<file path="src/rtl/uart_tx_sched.sv">
`default_nettype none
// ============================================================================
//  Module      : uart_tx_sched
//  Description : Round-robin scheduler feeding one byte per frame from four
//                requesters into a UART transmit engine. Freezes the line
//                configuration for the duration of a frame, waits for the
//                engine's end-of-frame pulse (with timeout), then inserts an
//                idle gap before serving the next request.
//  Revision    : 1.0 - initial release
// ============================================================================
module uart_tx_sched #(
  parameter int TIMEOUT = 2000000,
  parameter int GAP_CYC = 16
) (
  input  logic        clk,
  input  logic        rst,
  input  logic [3:0]  req,
  input  logic [31:0] req_data,
  output logic [3:0]  gnt,
  output logic        tx_load,
  output logic [7:0]  tx_data,
  input  logic        tx_done,
  input  logic [3:0]  cfg_baud,
  input  logic        cfg_eight,
  input  logic        cfg_parity_en,
  input  logic        cfg_ohel,
  output logic [3:0]  baud,
  output logic        eight,
  output logic        parity_en,
  output logic        ohel,
  output logic        busy,
  input  logic        err_clr,
  output logic        timeout_err
);

  // One counter serves both the done-timeout and the inter-frame gap.
  localparam int CNT_MAX = (TIMEOUT > GAP_CYC) ? TIMEOUT : GAP_CYC;
  localparam int CNT_W   = $clog2(CNT_MAX + 1);
  localparam logic [CNT_W-1:0] TO_LAST  = CNT_W'(TIMEOUT - 1);
  localparam logic [CNT_W-1:0] GAP_LAST = (GAP_CYC > 0) ? CNT_W'(GAP_CYC - 1) : '0;

  typedef enum logic [1:0] {
    S_IDLE      = 2'd0,
    S_LOAD      = 2'd1,
    S_WAIT_DONE = 2'd2,
    S_GAP       = 2'd3
  } state_t;

  state_t           state_q, state_d;
  logic [CNT_W-1:0] cnt_q, cnt_d;
  logic [1:0]       last_q, last_d;
  logic [1:0]       win_q, win_d;
  logic [3:0]       gnt_q, gnt_d;
  logic             tx_load_q, tx_load_d;
  logic [7:0]       tx_data_q, tx_data_d;
  logic             err_q, err_d;
  logic [6:0]       cfg_q, cfg_d;

  logic             rr_found;
  logic [1:0]       rr_win;
  logic [1:0]       rr_idx;

  // Round-robin pick: first asserted request after the last one served.
  always_comb begin
    rr_found = 1'b0;
    rr_win   = 2'd0;
    rr_idx   = 2'd0;
    for (int k = 1; k <= 4; k++) begin
      rr_idx = last_q + 2'(k);
      if (!rr_found && req[rr_idx]) begin
        rr_found = 1'b1;
        rr_win   = rr_idx;
      end
    end
  end

  // Next-state and registered-output decode for the frame sequencer.
  always_comb begin
    state_d   = state_q;
    cnt_d     = cnt_q;
    last_d    = last_q;
    win_d     = win_q;
    gnt_d     = 4'b0000;
    tx_load_d = 1'b0;
    tx_data_d = tx_data_q;
    cfg_d     = cfg_q;
    err_d     = err_clr ? 1'b0 : err_q;

    case (state_q)
      S_IDLE: begin
        // Configuration tracks the inputs only between frames.
        cfg_d = {cfg_baud, cfg_eight, cfg_parity_en, cfg_ohel};
        if (rr_found) begin
          win_d     = rr_win;
          tx_data_d = req_data[8*rr_win +: 8];
          gnt_d     = 4'b0001 << rr_win;
          tx_load_d = 1'b1;
          state_d   = S_LOAD;
        end
      end
      S_LOAD: begin
        last_d  = win_q;
        cnt_d   = '0;
        state_d = S_WAIT_DONE;
      end
      S_WAIT_DONE: begin
        if (tx_done || (cnt_q == TO_LAST)) begin
          // A done pulse on the final cycle still counts as a clean finish.
          if (!tx_done) begin
            err_d = 1'b1;
          end
          cnt_d   = '0;
          state_d = (GAP_CYC == 0) ? S_IDLE : S_GAP;
        end else begin
          cnt_d = cnt_q + 1'b1;
        end
      end
      S_GAP: begin
        if (cnt_q == GAP_LAST) begin
          cnt_d   = '0;
          state_d = S_IDLE;
        end else begin
          cnt_d = cnt_q + 1'b1;
        end
      end
      default: begin
        state_d = S_IDLE;
      end
    endcase
  end

  // State and output registers with synchronous reset.
  always_ff @(posedge clk) begin
    if (rst) begin
      state_q   <= S_IDLE;
      cnt_q     <= '0;
      last_q    <= 2'd3;
      win_q     <= 2'd0;
      gnt_q     <= 4'b0000;
      tx_load_q <= 1'b0;
      tx_data_q <= 8'h00;
      err_q     <= 1'b0;
      cfg_q     <= 7'd0;
    end else begin
      state_q   <= state_d;
      cnt_q     <= cnt_d;
      last_q    <= last_d;
      win_q     <= win_d;
      gnt_q     <= gnt_d;
      tx_load_q <= tx_load_d;
      tx_data_q <= tx_data_d;
      err_q     <= err_d;
      cfg_q     <= cfg_d;
    end
  end

  assign gnt         = gnt_q;
  assign tx_load     = tx_load_q;
  assign tx_data     = tx_data_q;
  assign timeout_err = err_q;
  assign {baud, eight, parity_en, ohel} = cfg_q;
  assign busy        = (state_q != S_IDLE);

endmodule
`default_nettype wire

</file>
<file path="config.mk">
export PLATFORM = sky130hd
export DESIGN_NAME = uart_tx_sched
export DESIGN_NICKNAME = d
export VERILOG_FILES = /design/src/rtl/uart_tx_sched.sv
export SDC_FILE = /design/constraint.sdc
export NUM_CORES = 1
export LEC_CHECK = 0
export CORE_ASPECT_RATIO = 0.9
export CORE_MARGIN = 1
export CORE_UTILIZATION = 35
export CTS_BUF_LIST = sky130_fd_sc_hd__clkbuf_8
export DETAILED_ROUTE_END_ITERATION = 10
export MAX_ROUTING_LAYER = met4
export PLACE_DENSITY = 0.73
export SYNTH_ARGS = -nofsm -noshare
export SYNTH_HDL_FRONTEND = slang
export SYNTH_SLANG_ARGS = --single-unit
export TNS_END_PERCENT = 1
</file>
<file path="constraint.sdc">
create_clock -name clk -period 4 [get_ports clk]
set_clock_uncertainty 0.2 [all_clocks]
set_input_delay 0.6 -clock clk [delete_from_list [all_inputs] [get_ports clk]]
set_output_delay 0.6 -clock clk [all_outputs]
set_load 0.1 [all_outputs]
</file>
==> results of run 1 <==
[kinds of logic after synthesis]
logic type,Yosys count
buffers and inverters,25
DFF,48
adders and majority gates,6
and+or+nand+nor,110
muxes,28
AOI/OAI and AO/OA,62
xor gates and xnor gates,3
[final timing paths]
kind	start	end	slack, ns	cells after the start
max reg2reg	cnt_q[0]	cnt_q[13]	1.48	8
min	win_q[1]	win_q[1]	0.27	2
min reg2reg	win_q[1]	win_q[1]	0.27	2
max	tx_data[7]	tx_data[7]	1.40	1
[routing by layer]
layer / wire (µm) / GRT usage / vias to the layer above
met2: 2940 / 0.265 / 44
met4: 79 / 0.0532 / 0
met3: 192 / 0.0290 / 8
met1: 2860 / 0.216 / 1083
li1: - / - / 1132
met5: 0 / - / -
[through the flow]
stage / util / setup slack (ns) / cell area [µm²]
after floorplan: - / 1.52 / 2430
after global placement: 0.473 / 1.17 / 3150
after detailed placement: 0.473 / 1.12 / 3150
after CTS: 0.491 / 1.39 / 3270
after global routing: 0.491 / 1.31 / 3270
final: 0.491 / 1.40 / 3270
[cell type report]
type | instances | share of cell area
clock buffers | 6 | 0.0252
clock inverters | 2 | 0.0119
inverters | 10 | 0.0115
multi-input cells | 209 | 0.414
flip-flops and latches | 48 | 0.294
well taps | 90 | 0.0344
repair buffers | 69 | 0.210
[worst reg2reg max path, stage by stage, from the launching register on]
cell and delay [ns]:
sky130_fd_sc_hd__dfxtp_1 0.41, sky130_fd_sc_hd__ha_1 0.26, sky130_fd_sc_hd__nand3_1 0.13, sky130_fd_sc_hd__or4_1 0.45, sky130_fd_sc_hd__o21ai_2 0.16, sky130_fd_sc_hd__a211oi_2 0.08
sky130_fd_sc_hd__buf_4 0.27, sky130_fd_sc_hd__and3_1 0.20, sky130_fd_sc_hd__a221o_1 0.25
[layout by cell type (no fill, tap or decap), types with 7 or more instances in the layout]
cell	n
sky130_fd_sc_hd__a21oi_1	17
sky130_fd_sc_hd__clkdlybuf4s50_1	67
sky130_fd_sc_hd__nor2_1	26
sky130_fd_sc_hd__o221ai_1	8
sky130_fd_sc_hd__mux2i_1	28
sky130_fd_sc_hd__nand2_1	38
sky130_fd_sc_hd__a31oi_1	10
sky130_fd_sc_hd__dfxtp_1	48
sky130_fd_sc_hd__inv_1	10
sky130_fd_sc_hd__nand3_1	11
sky130_fd_sc_hd__o21ai_0	9
sky130_fd_sc_hd__nor3_1	7
[cells in the mapped netlist (2+ instances only)]
cell type	count
sky130_fd_sc_hd__o21ai_0	9
sky130_fd_sc_hd__nand4_1	5
sky130_fd_sc_hd__a21oi_1	17
sky130_fd_sc_hd__nand2b_1	5
sky130_fd_sc_hd__o21a_1	2
sky130_fd_sc_hd__ha_1	6
sky130_fd_sc_hd__inv_1	10
sky130_fd_sc_hd__clkbuf_1	6
sky130_fd_sc_hd__nand2_1	38
sky130_fd_sc_hd__a41oi_1	2
sky130_fd_sc_hd__buf_2	3
sky130_fd_sc_hd__mux2i_1	28
sky130_fd_sc_hd__nor2b_1	4
sky130_fd_sc_hd__nand3_1	11
sky130_fd_sc_hd__nor2_1	26
sky130_fd_sc_hd__nor3_1	7
sky130_fd_sc_hd__and3_1	3
sky130_fd_sc_hd__xnor2_1	3
sky130_fd_sc_hd__nor4_1	2
sky130_fd_sc_hd__dfxtp_1	48
sky130_fd_sc_hd__o221ai_1	8
sky130_fd_sc_hd__a22o_1	4
sky130_fd_sc_hd__a31oi_1	10
sky130_fd_sc_hd__buf_6	2
sky130_fd_sc_hd__buf_4	2
[power by group through the flow]
stage                     clock network [mW]  logic [mW]  registers (mW)
after global placement                     0        1.12           0.636
final                                  0.371        1.13           0.629
after CTS                              0.380        1.14           0.629
after global routing                   0.405        1.19           0.643
after detailed placement                   0        1.13           0.640
after floorplan                            0       0.379            1.12
[registers in the layout, summed over array words and instances (netlist names)]
| name | flops |
|---|---|
| cnt_q | 21 |
| tx_data | 8 |
| cfg_q | 7 |
| gnt | 4 |
| last_q | 2 |
| state_q | 2 |
| win_q | 2 |
| timeout_err | 1 |
| tx_load | 1 |
==> results.toml, run 1 <==
[grt]
grt_pass1_wl_um = 9380
via_count_of_the_first_global_routing_pass = 1935
grt.total_usage = 0.166
grt_start_max_net_pins = 34
grt_antenna_before_repair = 0
overflow = 0

[sta]
clock.fmax_mhz = 384
timing_max_transition_violations_final = 0
final_min_period_over_clock_period = 0.650
finalSetupTns_ns = 0
finalHoldViolations = 0
min_period_ns = 2.60
slew_headroom = 0.325
setup_repair_after_global_routing_missed_its_margin = "false"
transition_time_at_the_pin_with_the_least_slew_margin_ns = 1.01
total_of_endpoints_with_negative_setup_slack_in_the_final_report = 0
finalHoldWorstSlack_ns = 0.268

[yosys]
synth-edff-count = 0
simple_gate_share_of_the_synthesized_area = 0.223
postSynthCellCount = 282
synth_compound_area_frac = 0.176
synthesis.area_mm2 = 0.00243
postSynthNetCount = 335
synthDistinctLibCells = 46
synth-adder-area-share = 0.0308
dominantRegCellSynth = "sky130_fd_sc_hd__dfxtp_1"
synth_top_family_by_area = "simple AND/OR/NAND/NOR gates"
synth_top_cell_by_area = "sky130_fd_sc_hd__dfxtp_1"
synth.top_cells.by_area = "sky130_fd_sc_hd__dfxtp_1, sky130_fd_sc_hd__mux2i_1, sky130_fd_sc_hd__nand2_1, sky130_fd_sc_hd__nor2_1, sky130_fd_sc_hd__a21oi_1"
synth_async_sr_flop_share = 0
synth_top_area_frac = 0.395
ys_seq_area_frac = 0.395
synth.mux.area_fraction = 0.115
postSynthRegisterBits = 48
post_synth_xor_area_fraction = 0.0108
yosys_warnings = 0
syn_area_per_cell_um2 = 8.63

[status]
outcome = "completed"

[placement]
port-buffer-count = 68
detailed_place_hpwl_um = 4430
placedCellCount = 426
place.gp.congestion = 0.846

[setup_path]
slowest_stage = "sky130_fd_sc_hd__clkdlybuf4s50_1"
arrival_ns = 1.80
required_ns = 3.20
critPathCaptureType = "output port"
crit_path_kind = "reg2out"
critical_path.max_fanout = 2
critPathTopFamily = "buffers and inverters"
critical_path.cell_chain = "clkdlybuf4s50_1"
timing.critical_path.slowest_cell_delay_ns = 1.16
critPathBufInv = 1
worstSetupStartpointType = "register"

[cells_and_area]
multiInputGateArea_mm2 = 0.00135
proportion_of_layout_cells_with_a_drive_suffix_above_1 = 0.0523
finalNetCount = 396
fillCellCount = 637
layout-area-overhead-vs-synth_pct = 34.3
area.sequential_um2 = 961
finish.cell_count_without_fillers = 434
antenna_cells = 0

[die]
dieHeight_um = 81.1
start_util = 0.366
core_area_mm2 = 0.00666
ios = 69
floorplan.rows = 28
area_of_the_die_mm2 = 0.00729
chipWidth_um = 89.9

[clock_tree]
post_cts_resized = 0
clock_tree_from_tritoncts = "done"
clock_tree.buffer_depth = 2
ctsHoldBuffers = 0
post-cts-setup-buffers = 0
clk_pin_slew_worst_paths_ns = 0.09
clk_latency_ns = 0.30
cts_inserted_buffers = 5
cts_max_level = 2
cts.root.buffer_cell = "sky130_fd_sc_hd__clkbuf_8"
clkSinkCount = 48

[power_and_ir_drop]
power_report.internal_total_mw = 1.09
netSwitchingFraction = 0.490
net-switching-power_mw = 1.04
finalPower_mw = 2.13
total_leakage_power_nw = 1.29
ir_drop_mv = 0.399
power_per_cell_area_mw_per_mm2 = 652
share_clk_of_total_power = 0.174
power_frac_seq = 0.295
share_comb_of_total_power = 0.531

[routing]
routed_wire_length_per_instance_um = 14.0
vias_per_cell = 5.22
antenna_left = 0
drc_errors = 0
detail_route.wirelength_um = 6070
vias = 2267
drt-initial-drc-count = 134
detailedRoute.firstPassIterationCount = 4

[flow_run]
max-cap-violations = 0

[worst_hold_path]
worstHoldPathType = "reg2reg"
Note: power is estimated with default switching activity, not from simulation.
==> run 2, diff against run 1 <==
- clock period: 4 -> 2.6 ns (I/O delays scaled with it)
==> results.toml, run 2 (synthesized netlist as in run 1, its figures left out) <==
[placement]
placed_area_mm2 = 0.00315
place.gp.congestion = 0.813
port-buffer-count = 68
dp_slack_ns = -0.00936
detailed_place_hpwl_um = 4450

[grt]
overflow = 0
grt_pass1_wl_um = 9610
grt_antenna_before_repair = 0
via_count_of_the_first_global_routing_pass = 2036
grt.total_usage = 0.168
grt_start_max_net_pins = 21

[clock_tree]
clkSinkCount = 48
post-cts-setup-buffers = 0
clk_pin_slew_worst_paths_ns = 0.10
clk_latency_ns = 0.31
clock_tree_from_tritoncts = "done"
cts_inserted_buffers = 5
cts.root.buffer_cell = "sky130_fd_sc_hd__clkbuf_8"
clock_tree.buffer_depth = 2
cts_max_level = 2

[routing]
vias = 2251
detail_route.wirelength_um = 5830
routed_wire_length_per_instance_um = 13.3
antenna_left = 0
drt-initial-drc-count = 133
vias_per_cell = 5.13
drc_errors = 0
detailedRoute.firstPassIterationCount = 4

[sta]
min_period_ns = 2.42
clock.fmax_mhz = 413
total_of_endpoints_with_negative_setup_slack_in_the_final_report = 0
slew_headroom = 0.571
timing_max_transition_violations_final = 0
final_min_period_over_clock_period = 0.931
layout_setup_ws_ns = 0.180
finalHoldViolations = 0
setup_repair_after_global_routing_missed_its_margin = "false"
transition_time_at_the_pin_with_the_least_slew_margin_ns = 0.642

[die]
start_util = 0.366
chipWidth_um = 89.9
core_area_mm2 = 0.00666
floorplan.rows = 28
ios = 69
area_of_the_die_mm2 = 0.00729
dieHeight_um = 81.1

[cells_and_area]
fillCellCount = 644
layout-area-overhead-vs-synth_pct = 34.3
mostFrequentLayoutCell = "sky130_fd_sc_hd__dfxtp_1"
antenna_cells = 0
regMostFlops = "cnt_q"
multiInputGateArea_mm2 = 0.00136
largest_register_ff_count = 21
utilization = 0.491
finalNetCount = 401
final_cell_mix = "sky130_fd_sc_hd__dfxtp_1, sky130_fd_sc_hd__clkdlybuf4s50_1, sky130_fd_sc_hd__nand2_1"
area.sequential_um2 = 961
proportion_of_layout_cells_with_a_drive_suffix_above_1 = 0.129
postLayoutCellArea_mm2 = 0.00327

[setup_path]
rr_worst_depth = 8
critPathCaptureType = "register"
worstSetupStartpointType = "register"
crit_path_kind = "reg2reg"
required_ns = 2.60
critical_path.max_fanout = 20
arrival_ns = 2.42

[worst_hold_path]
worst_hold_path.num_cells = 2
worstHoldPathType = "reg2reg"

[flow_run]
max-cap-violations = 0

[power_and_ir_drop]
finalPower_mw = 3.29
power_per_cell_area_mw_per_mm2 = 1010
ir_drop_mv = 0.580
total_leakage_power_nw = 1.35

[status]
outcome = "completed"
-- run 2: critical path, stage by stage, from the launching register on --
cell and delay (ns):
sky130_fd_sc_hd__dfxtp_1 0.41, sky130_fd_sc_hd__ha_2 0.24, sky130_fd_sc_hd__nand3_1 0.12, sky130_fd_sc_hd__or4_1 0.45, sky130_fd_sc_hd__o21ai_2 0.16, sky130_fd_sc_hd__a211oi_2 0.09
sky130_fd_sc_hd__buf_4 0.21, sky130_fd_sc_hd__and3_1 0.17, sky130_fd_sc_hd__a221o_1 0.25
-- run 2: final cells by class --
cell class / instances / share of cell area
clock buffer: 6 / 0.0252
clock inverter: 2 / 0.0119
inverter: 10 / 0.0115
multi-input combinational: 209 / 0.414
sequential: 48 / 0.294
tap: 90 / 0.0344
timing repair buffer: 74 / 0.209
-- run 2: report_power, final --
part	internal [mW]	switching [mW]
clock network	0.315	0.267
registers	0.881	0.0892
logic	0.479	1.26
total	1.67	1.62
-- run 2: final timing paths --
path | start | to | slack (ns)
worst max-delay path | cnt_q[0] | cnt_q[13] | 0.18
worst min-delay path | win_q[1] | win_q[1] | 0.27
worst max register to register | cnt_q[0] | cnt_q[13] | 0.18
worst min register to register | win_q[1] | win_q[1] | 0.27
-- run 2: metrics by stage --
| stage | std cells | TNS, ns | hold WS (ns) |
|---|---|---|---|
| 2_1_floorplan | 282 | 0 | 0.236 |
| 3_3_place_gp | 431 | 0 | 0.246 |
| 3_5_place_dp | 431 | -0.00936 | 0.253 |
| 4_1_cts | 439 | 0 | 0.269 |
| 5_1_grt | 439 | 0 | 0.303 |
| 6_report | 439 | 0 | 0.272 |
-- run 2: metal layers --
layer / wire (µm) / up-vias / global-route usage / part of all wire
met1: 2730 / 1058 / 0.214 / 0.47
li1: - / 1143 / - / -
met2: 2830 / 40 / 0.271 / 0.48
met4: 107 / 0 / 0.0661 / 0.018
met3: 163 / 10 / 0.0253 / 0.028
met5: 0 / - / - / 0
-- run 2: what timing repair did --
action | in CTS | in global routing
hold buffers | 0 | 0
gates resized for setup | 0 | 1
endpoints found under the setup margin | 0 | 1
